### src/rtl/date_engine.sv
// Calendar date/day-of-week register with end-of-day advance, manual adjust and checked load.
// All outputs come straight from flops; at most one action is applied per clock.
module date_engine #(
  parameter int YEAR_MIN      = 2000,
  parameter int YEAR_MAX      = 2099,
  parameter int DEFAULT_DAY   = 1,
  parameter int DEFAULT_MONTH = 9,
  parameter int DEFAULT_YEAR  = 2001,
  parameter int DEFAULT_DOW   = 6
) (
  input  logic        clk,
  input  logic        reset,
  input  logic        end_of_day,
  input  logic        adj_day,
  input  logic        adj_month,
  input  logic        adj_year,
  input  logic        adj_down,
  input  logic        load,
  input  logic [4:0]  ld_day,
  input  logic [3:0]  ld_month,
  input  logic [11:0] ld_year,
  input  logic [2:0]  ld_dow,
  output logic [4:0]  day,
  output logic [3:0]  month,
  output logic [11:0] year,
  output logic [2:0]  dow,
  output logic        month_wrap,
  output logic        year_wrap,
  output logic        load_err
);

  localparam logic [11:0] YMIN      = 12'(YEAR_MIN);
  localparam logic [11:0] YMAX      = 12'(YEAR_MAX);
  localparam logic [4:0]  DEF_DAY   = 5'(DEFAULT_DAY);
  localparam logic [3:0]  DEF_MONTH = 4'(DEFAULT_MONTH);
  localparam logic [11:0] DEF_YEAR  = 12'(DEFAULT_YEAR);
  localparam logic [2:0]  DEF_DOW   = 3'(DEFAULT_DOW);

  function automatic logic is_leap(input logic [11:0] y);
    return (y[1:0] == 2'b00) && (((y % 12'd100) != 12'd0) || ((y % 12'd400) == 12'd0));
  endfunction

  function automatic logic [4:0] month_len(input logic [3:0] m, input logic [11:0] y);
    case (m)
      4'd2:                     return is_leap(y) ? 5'd29 : 5'd28;
      4'd4, 4'd6, 4'd9, 4'd11:  return 5'd30;
      default:                  return 5'd31;
    endcase
  endfunction

  function automatic logic date_ok(input logic [4:0] d, input logic [3:0] m,
                                   input logic [11:0] y, input logic [2:0] w);
    return (m >= 4'd1) && (m <= 4'd12) && (d >= 5'd1) && (d <= month_len(m, y)) &&
           (y >= YMIN) && (y <= YMAX) && (w <= 3'd6);
  endfunction

  function automatic logic [11:0] year_step(input logic [11:0] y, input logic down);
    if (down) return (y == YMIN) ? YMAX : y - 12'd1;
    else      return (y == YMAX) ? YMIN : y + 12'd1;
  endfunction

  function automatic logic [2:0] dow_step(input logic [2:0] w, input logic down);
    if (down) return (w == 3'd0) ? 3'd6 : w - 3'd1;
    else      return (w == 3'd6) ? 3'd0 : w + 3'd1;
  endfunction

  logic [4:0]  day_q,   day_d;
  logic [3:0]  month_q, month_d;
  logic [11:0] year_q,  year_d;
  logic [2:0]  dow_q,   dow_d;
  logic        month_wrap_q, month_wrap_d;
  logic        year_wrap_q,  year_wrap_d;
  logic        load_err_q,   load_err_d;

  logic [4:0]  cur_len;
  logic [3:0]  adj_m;
  logic [11:0] adj_y;
  logic [4:0]  adj_len;

  always_comb begin
    // NOTE: every variable gets a default first so no path can leave it unassigned and infer a latch.
    day_d        = day_q;
    month_d      = month_q;
    year_d       = year_q;
    dow_d        = dow_q;
    month_wrap_d = 1'b0;
    year_wrap_d  = 1'b0;
    load_err_d   = 1'b0;
    cur_len      = month_len(month_q, year_q);
    adj_m        = month_q;
    adj_y        = year_q;

    if (adj_year) begin
      adj_y = year_step(year_q, adj_down);
    end else if (adj_month) begin
      if (adj_down) adj_m = (month_q == 4'd1)  ? 4'd12 : month_q - 4'd1;
      else          adj_m = (month_q == 4'd12) ? 4'd1  : month_q + 4'd1;
    end
    adj_len = month_len(adj_m, adj_y);

    if (!date_ok(day_q, month_q, year_q, dow_q)) begin
      // Corrupted state recovers to the reset date rather than propagating garbage.
      day_d   = DEF_DAY;
      month_d = DEF_MONTH;
      year_d  = DEF_YEAR;
      dow_d   = DEF_DOW;
    end else if (load) begin
      if (date_ok(ld_day, ld_month, ld_year, ld_dow)) begin
        day_d   = ld_day;
        month_d = ld_month;
        year_d  = ld_year;
        dow_d   = ld_dow;
      end else begin
        load_err_d = 1'b1;
      end
    end else if (adj_year || adj_month) begin
      month_d = adj_m;
      year_d  = adj_y;
      day_d   = (day_q > adj_len) ? adj_len : day_q;
    end else if (adj_day) begin
      if (adj_down) day_d = (day_q == 5'd1) ? cur_len : day_q - 5'd1;
      else          day_d = (day_q == cur_len) ? 5'd1 : day_q + 5'd1;
      dow_d = dow_step(dow_q, adj_down);
    end else if (end_of_day) begin
      dow_d = dow_step(dow_q, 1'b0);
      if (day_q == cur_len) begin
        day_d        = 5'd1;
        month_wrap_d = 1'b1;
        if (month_q == 4'd12) begin
          month_d     = 4'd1;
          year_d      = year_step(year_q, 1'b0);
          year_wrap_d = 1'b1;
        end else begin
          month_d = month_q + 4'd1;
        end
      end else begin
        day_d = day_q + 5'd1;
      end
    end
  end

  // NOTE: sequential state uses non-blocking assignments so all flops sample pre-edge values.
  always_ff @(posedge clk or posedge reset) begin
    if (reset) begin
      day_q        <= DEF_DAY;
      month_q      <= DEF_MONTH;
      year_q       <= DEF_YEAR;
      dow_q        <= DEF_DOW;
      month_wrap_q <= 1'b0;
      year_wrap_q  <= 1'b0;
      load_err_q   <= 1'b0;
    end else begin
      day_q        <= day_d;
      month_q      <= month_d;
      year_q       <= year_d;
      dow_q        <= dow_d;
      month_wrap_q <= month_wrap_d;
      year_wrap_q  <= year_wrap_d;
      load_err_q   <= load_err_d;
    end
  end

  assign day        = day_q;
  assign month      = month_q;
  assign year       = year_q;
  assign dow        = dow_q;
  assign month_wrap = month_wrap_q;
  assign year_wrap  = year_wrap_q;
  assign load_err   = load_err_q;

endmodule

### config.mk
export PLATFORM = sky130hd
export DESIGN_NAME = date_engine
export DESIGN_NICKNAME = d
export VERILOG_FILES = /design/src/rtl/date_engine.sv
export SDC_FILE = /design/constraint.sdc
export NUM_CORES = 1
export LEC_CHECK = 0
export CAP_MARGIN = 20
export CORE_MARGIN = 3
export CORE_UTILIZATION = 45
export DETAILED_ROUTE_END_ITERATION = 6
export PLACE_DENSITY = 0.74
export SLEW_MARGIN = 20
export SYNTH_ARGS = -nofsm -noshare
export SYNTH_HDL_FRONTEND = slang
export SYNTH_SLANG_ARGS = --single-unit
### constraint.sdc
create_clock -name clk -period 8.6 [get_ports clk]
set_input_delay 1.29 -clock clk [delete_from_list [all_inputs] [get_ports clk]]
set_output_delay 1.29 -clock clk [all_outputs]
set_load 0.02 [all_outputs]
==> results.tsv <==
metric	value	unit
die area	15100	sq um
Crit Path Class	primary input to flop	
clock tree buffer depth	2	
diode count	0	
Root Buffer	clkbuf_16	
critical path launch point	adj_year	
# nets final	991	
routability cong.	0.937	
first-pass GRT wire length	31.7	mm
CTS tree	done	
Seq. cell area	691	sq um
ys async rst share	100	%
WP data required	8.78	ns
Min Clock Period, post-route	7.81	ns
Multi-input gate area	5060	sq um
RR Startpoint	year[11]$_DFFE_PP0P_	
Top FF cell, synth	dfrtp_1	
final setup TNS	0	ns
std cell rows	42	
number of port buffers	58	
Final Hold Viols	0	
crit path max fanout	12	
Initial Utilization	46.3	%
GRT overflow	0	
Detailed Route Iter0 Violations	975	
vias in the first global route	6544	
core area	13300	sq um
YS warnings	0	
Post-synth EDFFs	0	
worst skew pair latency	0.26	ns
DR WL/cell	16.9	microns
Synth Area per Inst	6.67	sq um
Synth cell types	94	
clock sink count	27	
largest net degree at the start of global routing	35	
die width	123	microns
IO Pins	59	
crit end category	flop	
Die Y	123	microns
Final Skew	0.00446	ns
Post-Syn Instances	923	
Area growth syn-to-layout	12.4	%
Post-CTS Setup Inserts	0	
H-tree Lvls	1	
Rel. slew slack	43.7	%
dpl hpwl	14.1	mm
Netlist Area Pre-Place	6150	sq um
fraction of the yosys area taken by sequential cells	11.2	%
Slew Viols, Final	0	
DRT Pass-1 Iters	5	
hold buffer count at cts	0	
FMAX	0.128	GHz
Fillers	1335	
worst hold path class	flop to flop	
Hold Startpoint	month[0]$_DFFE_PP1P_	
initial antenna violation count	0	
gr usage total	24.6	%
Vias	7323	
drt total wl	18.8	mm
unrepaired setup endpoints after global routing	false	
R2R Setup Slk	0.87	ns
crit path DAT	8.00	ns
Startpoint Class	primary input	
layout cells sized above 1	7.16	%
drt via density	6.59	
CTS Buf Count	3	
syn_nets	977	
final worst-path cycle share	90.8	%
Detail Route Antenna Nets	0	
Final setup viols	0	
outcome	finished clean	
Yosys reg bits	27	
Max-Cap Viols	0	
clock transition at the registers of the reported paths	0.07	ns
worst-margin pin slew	0.844	ns
remaining routing DRC violations	0	
cells in the mapped netlist (8+ instances only):
master	instances	share of area, %
ha_1	22	4.5
a21o_1	8	0.98
dfstp_2	12	5.1
xor2_1	9	1.3
buf_1	9	0.55
inv_1	37	2.3
o21ai_0	78	6.3
o221ai_1	8	1.1
nand4_1	8	0.81
or3_1	12	1.2
a21oi_1	75	6.1
nand3_1	41	3.3
dfrtp_1	15	6.1
nand2b_1	9	0.91
a211oi_1	19	2.3
nand2_1	93	5.7
nor3_1	37	3.0
a211o_1	8	1.1
clkbuf_1	47	2.9
o31ai_1	9	1.1
nor2_1	92	5.6
mux2i_1	12	2.0
o21a_1	10	1.2
buf_2	8	0.65
and2_1	9	0.91
a31oi_1	16	1.6
nor4_1	11	1.1
o211ai_1	14	1.7
nand3b_1	9	1.1
nor2b_1	11	1.1
or4_1	10	1.2
xnor2_1	19	2.7
state kept, by name, indices dropped and copies added, names as in the netlist:
name        cells
year_wrap       1
year           12
load_err        1
month           4
month_wrap      1
dow             3
day             5
per-stage QoR:
stage	util [%]	cell area [sq um]	cells	setup slack, ns	hold WS [ns]
global placement	51.2	6800	1107	0.768	0.571
floorplan	-	6150	923	1.45	0.574
global route	52.0	6910	1112	0.133	0.623
finish	52.0	6910	1112	0.788	0.584
detailed placement	51.4	6830	1108	0.644	0.572
CTS	52.0	6910	1112	0.902	0.585
final timing paths:
kind                                   endpoint  cells after the start
min                        month[0]$_DFFE_PP1P_                      2
max in group asynchronous    dow[2]$_DFFE_PP1P_                      3
max                          day[1]$_DFFE_PP0P_                     23
min reg2reg                month[0]$_DFFE_PP1P_                      2
max reg2reg                  day[1]$_DFFE_PP0P_                     22
min in group asynchronous  year[11]$_DFFE_PP0P_                      2
timing repair:
action,CTS,global route
gates resized for setup,0,1
setup endpoints to repair,0,1
hold endpoints to repair,0,0
layer usage:
metal  wire length (microns)  vias up  global-route usage [%]
met5                       0        -                       0
met1                    8780     3431                    36.4
met2                    8460      323                    39.3
met3                    1310       22                    2.61
li1                        -     3547                       -
met4                     213        0                    4.34
worst max-delay path, cell delays in order:
cell and delay [ns]:
clkdlybuf4s50_1 0.61, nand2b_1 0.24, or4_1 0.56, nand3_1 0.14, o2bb2ai_1 0.41, nand2_1 0.12
a32o_1 0.33, nor4b_4 0.42, nor3b_2 0.32, o21ai_1 0.21, and2_1 0.25, o21ai_0 0.29
o2111ai_1 0.22, and2_1 0.22, o311a_1 0.29, o31ai_1 0.28, nand2_1 0.10, ha_1 0.27
a2111oi_0 0.37, o21ai_0 0.13, nand2_1 0.25, or4b_2 0.60, o21ai_0 0.09
cells in the final DEF (no fill, tap or decap), types with 7 or more instances in the layout:
cell type and count:
nand3_1 41, ha_1 22, or3_1 12, dfrtp_1 15, o21a_1 10, o31ai_1 9, nor2b_1 11, a21oi_1 75
nand3b_1 9, nor3_1 37, nand2_1 93, xor2_1 9, nor4_1 11, nand2b_1 9, or2_2 7, clkdlybuf4s50_1 58
inv_1 37, o22ai_1 7, a211o_1 8, o21ai_0 78, a21o_1 8, and2_1 9, mux2i_1 12, nand4_1 8
dfstp_2 12, o211ai_1 14, nor2_1 92, a31oi_1 16, o221ai_1 8, buf_4 16, a211oi_1 19, xnor2_1 19
or4_1 10
cell families (layout without fill, tap and decap cells):
| logic type | after synthesis | in the layout | share of synthesized area, % |
|---|---|---|---|
| muxes | 16 | 16 | 2.87 |
| adders and majority gates | 28 | 28 | 5.45 |
| buffers and inverters | 103 | 116 | 6.69 |
| DFF | 27 | 27 | 11.2 |
| and+or+nand+nor | 375 | 375 | 30.9 |
| AOI/OAI and AO/OA | 346 | 346 | 38.9 |
| xor gates and xnor gates | 28 | 28 | 3.99 |
cell type report:
| cell class | instances | share of cell area (%) |
|---|---|---|
| clock buffers | 4 | 1.14 |
| inverters | 37 | 2.01 |
| multi-input cells | 793 | 73.1 |
| flip-flops and latches | 27 | 9.99 |
| well taps | 176 | 3.18 |
| repair buffers | 75 | 10.5 |
Power is left out: the tool's default activity adds up to more than one toggle a clock period on the data nets, which glitch-free logic cannot reach.
